--- src/rtl/wb_pkt_pkg.sv ---
`default_nettype none
// ============================================================================
//  Module      : wb_pkt_pkg
//  Description : Shared types and header layout for the write-back result
//                packetizer.
//  Revision    : 1.0 - initial release
// ============================================================================
package wb_pkt_pkg;

    typedef enum logic [1:0] {
        IDLE    = 2'd0,
        HEADER  = 2'd1,
        PAYLOAD = 2'd2,
        TRAILER = 2'd3
    } pkt_state_t;

    localparam logic [15:0] C_DEFAULT_HEADER_TAG = 16'hA5A5;

    // Header word layout: tag [31:16], seq [15:8], len [7:0]
    localparam int C_HDR_TAG_LSB = 16;
    localparam int C_HDR_SEQ_LSB = 8;
    localparam int C_HDR_LEN_LSB = 0;

    function automatic logic [31:0] make_header(input logic [15:0] tag,
                                                input logic [7:0]  seq,
                                                input logic [7:0]  len);
        logic [31:0] h;
        h = '0;
        h[C_HDR_TAG_LSB +: 16] = tag;
        h[C_HDR_SEQ_LSB +: 8]  = seq;
        h[C_HDR_LEN_LSB +: 8]  = len;
        return h;
    endfunction

endpackage
`default_nettype wire

--- src/rtl/sync_fifo.sv ---
`default_nettype none
// ============================================================================
//  Module      : sync_fifo
//  Description : Show-ahead synchronous FIFO; a push at full is accepted when
//                a pop happens in the same cycle.
//  Revision    : 1.0 - initial release
// ============================================================================
module sync_fifo #(
    parameter int WIDTH = 32,
    parameter int DEPTH = 8
) (
    input  logic                         clk,
    input  logic                         reset,
    input  logic                         i_push,
    input  logic [WIDTH-1:0]             i_wdata,
    input  logic                         i_pop,
    output logic [WIDTH-1:0]             o_head,
    output logic [WIDTH-1:0]             o_next,
    output logic                         o_accept,
    output logic [$clog2(DEPTH+1)-1:0]   o_level
);

    localparam int C_AW = (DEPTH > 1) ? $clog2(DEPTH) : 1;
    localparam int C_LW = $clog2(DEPTH+1);
    localparam logic [C_LW-1:0] C_FULL = C_LW'(DEPTH);

    logic [WIDTH-1:0] r_mem [DEPTH];
    logic [C_AW-1:0]  r_wptr;
    logic [C_AW-1:0]  r_rptr;
    logic [C_LW-1:0]  r_level;
    logic             w_do_push;
    logic             w_do_pop;

    assign w_do_pop  = i_pop && (r_level != '0);
    assign w_do_push = i_push && ((r_level != C_FULL) || w_do_pop);

    assign o_accept = w_do_push;
    assign o_level  = r_level;
    assign o_head   = r_mem[r_rptr];
    // Entry behind the head lets the reader register the following word early.
    assign o_next   = r_mem[r_rptr + 1'b1];

    always_ff @(posedge clk) begin
        if (w_do_push) begin
            r_mem[r_wptr] <= i_wdata;
        end
    end

    always_ff @(posedge clk or negedge reset) begin
        if (!reset) begin
            r_wptr  <= '0;
            r_rptr  <= '0;
            r_level <= '0;
        end else begin
            if (w_do_push) begin
                r_wptr <= r_wptr + 1'b1;
            end
            if (w_do_pop) begin
                r_rptr <= r_rptr + 1'b1;
            end
            case ({w_do_push, w_do_pop})
                2'b10:   r_level <= r_level + 1'b1;
                2'b01:   r_level <= r_level - 1'b1;
                default: r_level <= r_level;
            endcase
        end
    end

endmodule
`default_nettype wire

--- src/rtl/wb_result_packetizer.sv ---
`default_nettype none
// ============================================================================
//  Module      : wb_result_packetizer
//  Description : Captures write-back results into a FIFO and emits framed
//                header/payload/checksum packets on a valid/ready stream.
//  Revision    : 1.0 - initial release
// ============================================================================
module wb_result_packetizer
    import wb_pkt_pkg::*;
#(
    parameter int          PAYLOAD_WORDS = 4,
    parameter int          FIFO_DEPTH    = 8,
    parameter logic [15:0] HEADER_TAG    = C_DEFAULT_HEADER_TAG
) (
    input  logic                              clk,
    input  logic                              reset,
    input  logic [31:0]                       wb_data,
    input  logic                              wb_valid,
    output logic [31:0]                       pkt_data,
    output logic                              pkt_valid,
    input  logic                              pkt_ready,
    output logic                              pkt_last,
    output logic [$clog2(FIFO_DEPTH+1)-1:0]   fifo_level,
    output logic                              overflow,
    output logic [15:0]                       drop_count
);

    localparam int              C_LW        = $clog2(FIFO_DEPTH+1);
    localparam logic [C_LW-1:0] C_PKT_LVL   = C_LW'(PAYLOAD_WORDS);
    localparam logic [7:0]      C_LEN       = 8'(PAYLOAD_WORDS);
    localparam logic [7:0]      C_LAST_BEAT = 8'(PAYLOAD_WORDS - 1);

    pkt_state_t       r_state;
    logic [7:0]       r_seq;
    logic [7:0]       r_beat;
    logic [31:0]      r_csum;
    logic             w_pop;
    logic             w_accept;
    logic [31:0]      w_head;
    logic [31:0]      w_next;
    logic [C_LW-1:0]  w_level_next;

    // pkt_valid is always high in PAYLOAD, so ready alone is the handshake.
    assign w_pop        = (r_state == PAYLOAD) && pkt_ready;
    assign w_level_next = fifo_level + C_LW'(w_accept) - C_LW'(w_pop);

    sync_fifo #(
        .WIDTH (32),
        .DEPTH (FIFO_DEPTH)
    ) u_fifo (
        .clk      (clk),
        .reset    (reset),
        .i_push   (wb_valid),
        .i_wdata  (wb_data),
        .i_pop    (w_pop),
        .o_head   (w_head),
        .o_next   (w_next),
        .o_accept (w_accept),
        .o_level  (fifo_level)
    );

    always_ff @(posedge clk or negedge reset) begin
        if (!reset) begin
            overflow   <= 1'b0;
            drop_count <= 16'h0000;
        end else if (wb_valid && !w_accept) begin
            overflow <= 1'b1;
            if (drop_count != 16'hFFFF) begin
                drop_count <= drop_count + 16'h0001;
            end
        end
    end

    always_ff @(posedge clk or negedge reset) begin
        if (!reset) begin
            r_state   <= IDLE;
            r_seq     <= 8'h00;
            r_beat    <= 8'h00;
            r_csum    <= 32'h0;
            pkt_data  <= 32'h0;
            pkt_valid <= 1'b0;
            pkt_last  <= 1'b0;
        end else begin
            case (r_state)
                IDLE: begin
                    if (fifo_level >= C_PKT_LVL) begin
                        r_state   <= HEADER;
                        pkt_valid <= 1'b1;
                        pkt_last  <= 1'b0;
                        pkt_data  <= make_header(HEADER_TAG, r_seq, C_LEN);
                    end
                end
                HEADER: begin
                    if (pkt_ready) begin
                        r_state  <= PAYLOAD;
                        r_beat   <= 8'h00;
                        r_csum   <= 32'h0;
                        pkt_data <= w_head;
                    end
                end
                PAYLOAD: begin
                    if (pkt_ready) begin
                        r_csum <= r_csum ^ w_head;
                        r_beat <= r_beat + 8'h01;
                        if (r_beat == C_LAST_BEAT) begin
                            r_state  <= TRAILER;
                            pkt_data <= r_csum ^ w_head;
                            pkt_last <= 1'b1;
                        end else begin
                            pkt_data <= w_next;
                        end
                    end
                end
                TRAILER: begin
                    if (pkt_ready) begin
                        r_seq    <= r_seq + 8'h01;
                        pkt_last <= 1'b0;
                        if (w_level_next >= C_PKT_LVL) begin
                            r_state  <= HEADER;
                            pkt_data <= make_header(HEADER_TAG, r_seq + 8'h01, C_LEN);
                        end else begin
                            r_state   <= IDLE;
                            pkt_valid <= 1'b0;
                            pkt_data  <= 32'h0;
                        end
                    end
                end
                default: begin
                    r_state   <= IDLE;
                    pkt_valid <= 1'b0;
                    pkt_last  <= 1'b0;
                    pkt_data  <= 32'h0;
                end
            endcase
        end
    end

endmodule
`default_nettype wire

--- config.mk ---
export PLATFORM = sky130hd
export DESIGN_NAME = wb_result_packetizer
export DESIGN_NICKNAME = d
export VERILOG_FILES = /design/src/rtl/wb_pkt_pkg.sv /design/src/rtl/sync_fifo.sv /design/src/rtl/wb_result_packetizer.sv
export SDC_FILE = /design/constraint.sdc
export NUM_CORES = 1
export LEC_CHECK = 0
export ABC_AREA = 1
export CAP_MARGIN = 20
export CELL_PAD_IN_SITES_DETAIL_PLACEMENT = 2
export CELL_PAD_IN_SITES_GLOBAL_PLACEMENT = 2
export CORE_UTILIZATION = 38
export DETAILED_ROUTE_END_ITERATION = 8
export MAX_ROUTING_LAYER = met4
export PLACE_DENSITY = 0.77
export SKIP_CTS_REPAIR_TIMING = 1
export SLEW_MARGIN = 40
export SYNTH_ARGS = -nofsm -noshare
export SYNTH_HDL_FRONTEND = slang
export SYNTH_HIERARCHICAL = 1
export SYNTH_SLANG_ARGS = --single-unit
--- constraint.sdc ---
create_clock -name clk -period 3.9 [get_ports clk]
set_clock_uncertainty 0.1 [all_clocks]
set_input_delay 0.78 -clock clk [delete_from_list [all_inputs] [get_ports clk]]
set_output_delay 0.78 -clock clk [all_outputs]
set_load 0.05 [all_outputs]
-- Yosys cells after proc, flatten, opt, wreduce, memory -nomap -nowiden
Memory sizes are Yosys's and may differ from the RTL's.
Cells that the tools add are included.
- memory bits (writable): 256
- memories: 1
- latch bits: 0
- bits in registers: 111
- memory bits (read-only): 0
- magnitude comparators: 2
- shifts and indexed selects: 0
- div/mod/pow operators: 0
- equality and inequality tests: 14
- mux-type cells: 32
- multipliers: 0
- $add $sub $neg: 9
- bitwise operators: 1
- reductions and logical operators: 19
- memories (memory ; words ; width ; rd ports ; clocked after memory_dff ; write ports ; line ; text):
    u_fifo.r_mem ; 8 ; 32 ; 2 ; 0 ; 1 ; sync_fifo.sv:27 ; logic [WIDTH-1:0] r_mem [DEPTH];
- operators with widths (operator ; count):
    $mux W32 ; 8
    $pmux W32 S4 ; 1
    $pmux W32 S2 ; 1
    $xor A32 B32 Y32 ; 1
    $add A16 B1 Y16 const B ; 1
    $add A8 B1 Y8 const B ; 2
    $mux W8 ; 2
    $ne A16 B16 Y1 const B ; 1
    $pmux W8 S2 ; 1
    $mux W1 ; 10
    $mux W2 ; 5
    $ne A2 B2 Y1 const B ; 5
    $reduce_and A5 Y1 ; 2
    $eq A8 B2 Y1 const B ; 1
    $ge A4 B3 Y1 const B ; 2
    $pmux W2 S4 ; 1
    $pmux W4 S2 ; 1
    $reduce_and A4 Y1 ; 2
    $add A3 B1 Y3 const B ; 2
    $eq A2 B2 Y1 const B ; 3
    $reduce_bool A2 Y1 ; 3
    $add A4 B1 Y4 ; 1
    $add A4 B1 Y4 const B ; 1
    $eq A2 B1 Y1 const B ; 2
    other kinds (14) ; 18

-- Longest topological paths before layout
- depth in word-level cells: 11
- gate-level depth with buffers: 22
- gate-level depth less buffers: 21

-- Modules after synthesis
Netlist, hierarchy kept.
- modules (own cells, without submodules) (module ; cells an instance ; area an instance (um^2) ; times used):
    sync_fifo ; 1331 ; 12856.1 ; 1
    wb_result_packetizer ; 794 ; 5805.6 ; 1

-- Worst setup path before layout
Ideal clock, no wire load.
- kind: register -> register
- start point: register r_state[0]
- end point: memory u_fifo.r_mem[0][0] (enable)
- clock period less this slack: 3541 ps
- slack: 359 ps
- arrival: 3020 ps
- required time: 3379 ps
- buffers on the path: 1
- stages on the path, launching flop included: 11
- setup time: 421 ps
- path through: dfrtp_1 -> inv_1 -> ha_1 -> buf_2 -> nand2_1 -> inv_1 -> nor2_1 -> nand3_1 -> nand2_1 -> or2_2 -> nor2_1
- cells in the longest elaborated chain, start to end: 7
- ends and longest elaborated chain (item ; line ; text):
    start, declared ; wb_result_packetizer.sv:33 ; pkt_state_t r_state;
    start signal, assigned ; wb_result_packetizer.sv:76 ; r_state <= IDLE;
    start signal, assigned ; wb_result_packetizer.sv:87 ; r_state <= HEADER;
    start signal, assigned ; wb_result_packetizer.sv:95 ; r_state <= PAYLOAD;
    $eq A2 B2 Y1 ; wb_result_packetizer.sv:44 ; assign w_pop = (r_state == PAYLOAD) && pkt_ready;
    $logic_and A1 B1 Y1 ; wb_result_packetizer.sv:44 ;
    net w_pop ; wb_result_packetizer.sv:37 ; logic w_pop;
    $logic_and A1 B1 Y1 ; sync_fifo.sv:34 ; assign w_do_pop = i_pop && (r_level != '0);
    $logic_or A1 B1 Y1 ; sync_fifo.sv:35 ; assign w_do_push = i_push && ((r_level != C_FULL) || w_do_pop);
    $logic_and A1 B1 Y1 ; sync_fifo.sv:35 ;
    $mux W1 ; sync_fifo.sv:44 ; if (w_do_push) begin
    $mux W1 (not written as such) ; sync_fifo.sv:45 ; r_mem[r_wptr] <= i_wdata;
    end, declared ; sync_fifo.sv:27 ;
The timed path passes the listed nets, and every way through them passes these cells.

-- Worst setup path after layout
- start point: register r_state[0]
- end point: register pkt_data[8]
- cells in the longest elaborated chain, start to end: 11
- ends and longest elaborated chain (item ; line ; text):
    $eq A2 B2 Y1 ; wb_result_packetizer.sv:44 ;
    $logic_and A1 B1 Y1 ; wb_result_packetizer.sv:44 ;
    net w_pop ; wb_result_packetizer.sv:37 ;
    $logic_and A1 B1 Y1 ; sync_fifo.sv:34 ;
    $logic_or A1 B1 Y1 ; sync_fifo.sv:35 ;
    $logic_and A1 B1 Y1 ; sync_fifo.sv:35 ;
    net w_accept ; wb_result_packetizer.sv:38 ; logic w_accept;
    $add A4 B1 Y4 ; wb_result_packetizer.sv:45 ; assign w_level_next = fifo_level + C_LW'(w_accept) - C_LW'(w_pop);
    $sub A4 B1 Y4 ; wb_result_packetizer.sv:45 ;
    $ge A4 B3 Y1 ; wb_result_packetizer.sv:118 ; if (w_level_next >= C_PKT_LVL) begin
    $mux W32 ; wb_result_packetizer.sv:118 ;
    $mux W32 ; wb_result_packetizer.sv:115 ; if (pkt_ready) begin
    $pmux W32 S4 ; wb_result_packetizer.sv:84 ; case (r_state)
    end signal, assigned ; wb_result_packetizer.sv:90 ; pkt_data <= make_header(HEADER_TAG, r_seq, C_LEN);
    end signal, assigned ; wb_result_packetizer.sv:98 ; pkt_data <= w_head;
    end signal, assigned ; wb_result_packetizer.sv:120 ; pkt_data <= make_header(HEADER_TAG, r_seq + 8'h01, C_LEN);
    end, declared ; wb_result_packetizer.sv:19 ; output logic [31:0] pkt_data,
The timed path passes the listed nets, and every way through them passes these cells. The select of a mux whose other input is x is not followed.
A chain may end at the register's enable or synchronous reset.

==> flow_summary.toml <==
[global_route]
antenna_found_initial = 1
first_global_vias = 17530
grt-ovfl-total = 0
grt_max_degree = 177
track_usage = 0.273
grt_pass1_wl_um = 102000

[floorplan]
die-area_sq_mm = 0.0500
die_y_um = 224
rows = 80
ios = 91
core-area_sq_mm = 0.0480
die_w_um = 224
start_util = 0.388

[synth]
synth_area_sq_mm = 0.0187
yosys_register_bits = 367
synth_top_area_cell = "edfxtp_1"
synthesis.nets = 2177
yosysWarnings = 6
synthCells = 2125
synth-async-reset-ratio = 0.302
yosysSeqAreaShare = 0.561
synth_area_per_cell_sq_um = 8.78
ys.flop_type = "edfxtp_1"
yosys.area.top_type_share = 0.412
synthTopCellsByArea = "edfxtp_1 41%, dfrtp_1 15%, o21ai_0 10%"
synth_cell_type_count = 39
synth_edf_count = 256

[clock_network]
clk_pin_slew_ps = 60
cts.sinks = 367
cts_buffers = 44
htreeDepth = 2
clock_path_buffers = 3
cts_tree = "done"
clockRootBuffer = "clkbuf_16"
clk_latency_ps = 560

[drt]
wl_per_cell_um = 23.0
viasPerCell = 5.56
drtIter0Drc = 752
drtAntennaViolNets = 0
first_pass_iters = 4
drcViolationCount = 0
num_vias = 15753
drt-total-wl_um = 65100

[critical_path]
timing.rr.start = "r_state[0]$_DFFE_PN0P_"
r2r_slack_ps = 940
end_kind = "flop"
path_class = "flop to flop"
path_max_fanout = 8
cp_data_arrival_time_ps = 3300
worstPathRequired_ps = 4240
r2r_cells = 22
reg2reg_to = "pkt_data[8]$_DFFE_PN0P_"
start_kind = "flop"

[finish]
drive_gt1_frac = 0.0644
nFillCells = 5230
seq_area_sq_mm = 0.0105
postLayoutCellArea_sq_mm = 0.0216
multi_input_area_sq_mm = 0.00699
area_growth_pct = 16.0
nNetsFinal = 2237

[sta]
worstMarginPinSlew_ps = 771
maxSlewHeadroom = 0.486
min_period_ps = 2960
drv_slew = 0
rsz0062_at_grt = "no"
setup_ws_ps = 940
fmax_ghz = 0.338
finalSetupViolations = 0
finalSetupTns_ps = 0
post-route-period-util = 0.759
hold_viol = 0

[pwr]
p_sw_mw = 10.3
combPwrFrac = 0.548
powerDensity_mw_per_mm2 = 973
p_seq_frac = 0.263
power.share.clock = 0.189
ir_worst_vdd_uv = 770
p_int_mw = 10.7
swShare = 0.491
p_leak_nw = 8.66

[placement]
routabilityCongestion = 0.782
io_buffer_count = 90
post-dp-hpwl_um = 41200
placed_cell_area_sq_mm = 0.0203
dp_slack_ps = 365

[job]
drv_cap = 0

[worst_hold_path]
hold_path_class = "primary input to async pin"

[status]
outcome = "finished, final reports clean"
==> area by class of cell <==
type | count | share of cell area
Antenna cell | 1 | 0.000116
Clock buffer | 63 | 0.0574
Clock inverter | 17 | 0.00601
Inverter | 166 | 0.0290
Multi-Input combinational cell | 1465 | 0.323
Sequential cell | 367 | 0.484
Tap cell | 615 | 0.0355
Timing Repair Buffer | 141 | 0.0653
==> power groups by stage <==
| stage | clock network (mW) | logic, mW | registers, mW |
|---|---|---|---|
| 2_1_floorplan | 0 | 6.89 | 6.06 |
| 3_3_place_gp | 0 | 10.9 | 5.56 |
| 3_5_place_dp | 0 | 11.5 | 5.60 |
| 4_1_cts | 4.07 | 11.7 | 5.54 |
| 5_1_grt | 4.20 | 12.7 | 5.62 |
| 6_report | 3.98 | 11.5 | 5.54 |
==> layout by cell type (no fill, tap or decap), drive strengths merged, types with 17 or more instances in the layout <==
cell type,netlist,layout
xor2,18,18
xnor2,29,29
nand2,471,471
a21oi,148,148
dfrtp,111,111
clkdlybuf4s50,0,89
o21ai,466,466
nand3,74,74
nor2,207,207
inv,164,164
edfxtp,256,256
clkbuf,64,63
clkinv,2,17
buf,63,52
==> metrics by stage <==
stage                     total power [mW]  hold WS, ps  std cells   util
after floorplan                       13.0          368       2125      -
after global placement                16.5          365       2753  0.421
after detailed placement              17.1          373       2754  0.422
after CTS                             21.3          153       2834  0.451
after global routing                  22.6          184       2835  0.451
final                                 21.1          158       2835  0.451
==> registers in the layout, summed over array words and instances (netlist names), 3 cells and up <==
signal / cells
r_seq: 8
pkt_data: 32
u_fifo/r_rptr: 3
u_fifo/r_mem: 256
drop_count: 16
r_beat: 8
r_csum: 32
u_fifo/o_level: 4
u_fifo/r_wptr: 3
==> cells in the mapped netlist (all sizes together), types with 11 or more instances <==
library cell and n:
a21oi 148, buf 63, clkbuf 64, dfrtp 111
edfxtp 256, ha 15, inv 164, nand2 471
nand3 74, nor2 207, o21ai 466, o22ai 11
xnor2 29, xor2 18
==> critical path: stages, from the launching register on <==
cell and delay, ps:
dfrtp_1 420, inv_1 100, ha_1 240, nand2_2 70, inv_1 50, nor2_1 80, nand3_1 80, nand2_1 110
inv_1 110, inv_1 110, ha_1 150, inv_1 40, ha_1 260, nand2_1 40, nor2_1 150, nor2_1 60
nor2_1 130, nand2_1 110, buf_4 190, nand3_1 70, nand2_1 70, nand2_1 60, nand2_1 60
==> how the worst max path moves through the flow <==
stage,startpoint,end,depth (start not counted)
2_1_floorplan,r_state[0]$_DFFE_PN0P_,u_fifo/r_mem[0][0]$_DFFE_PP_,10
3_3_place_gp,pkt_ready,pkt_data[21]$_DFFE_PN0P_,20
3_5_place_dp,pkt_ready,pkt_data[18]$_DFFE_PN0P_,20
4_1_cts,r_state[0]$_DFFE_PN0P_,pkt_data[18]$_DFFE_PN0P_,21
5_1_grt,r_state[0]$_DFFE_PN0P_,pkt_data[18]$_DFFE_PN0P_,21
6_report,r_state[0]$_DFFE_PN0P_,pkt_data[8]$_DFFE_PN0P_,22
==> cell families after synthesis <==
group | after synthesis | synth area share
AO/OA/AOI/OAI | 631 | 0.171
XOR/XNOR | 47 | 0.0225
adder cells (fa/ha/maj) | 16 | 0.0111
buffers and inverters | 293 | 0.0694
flip-flops | 367 | 0.561
multiplexers | 2 | 0.00121
AND/OR/NAND/NOR | 769 | 0.164
==> routing by layer <==
| layer | routed length (um) | global-route usage |
|---|---|---|
| met2 | 34200 | 0.488 |
| met4 | 1960 | 0.0926 |
| met5 | 0 | - |
| met1 | 27200 | 0.320 |
| met3 | 1740 | 0.0275 |
Power figures use the tool's default switching activity.
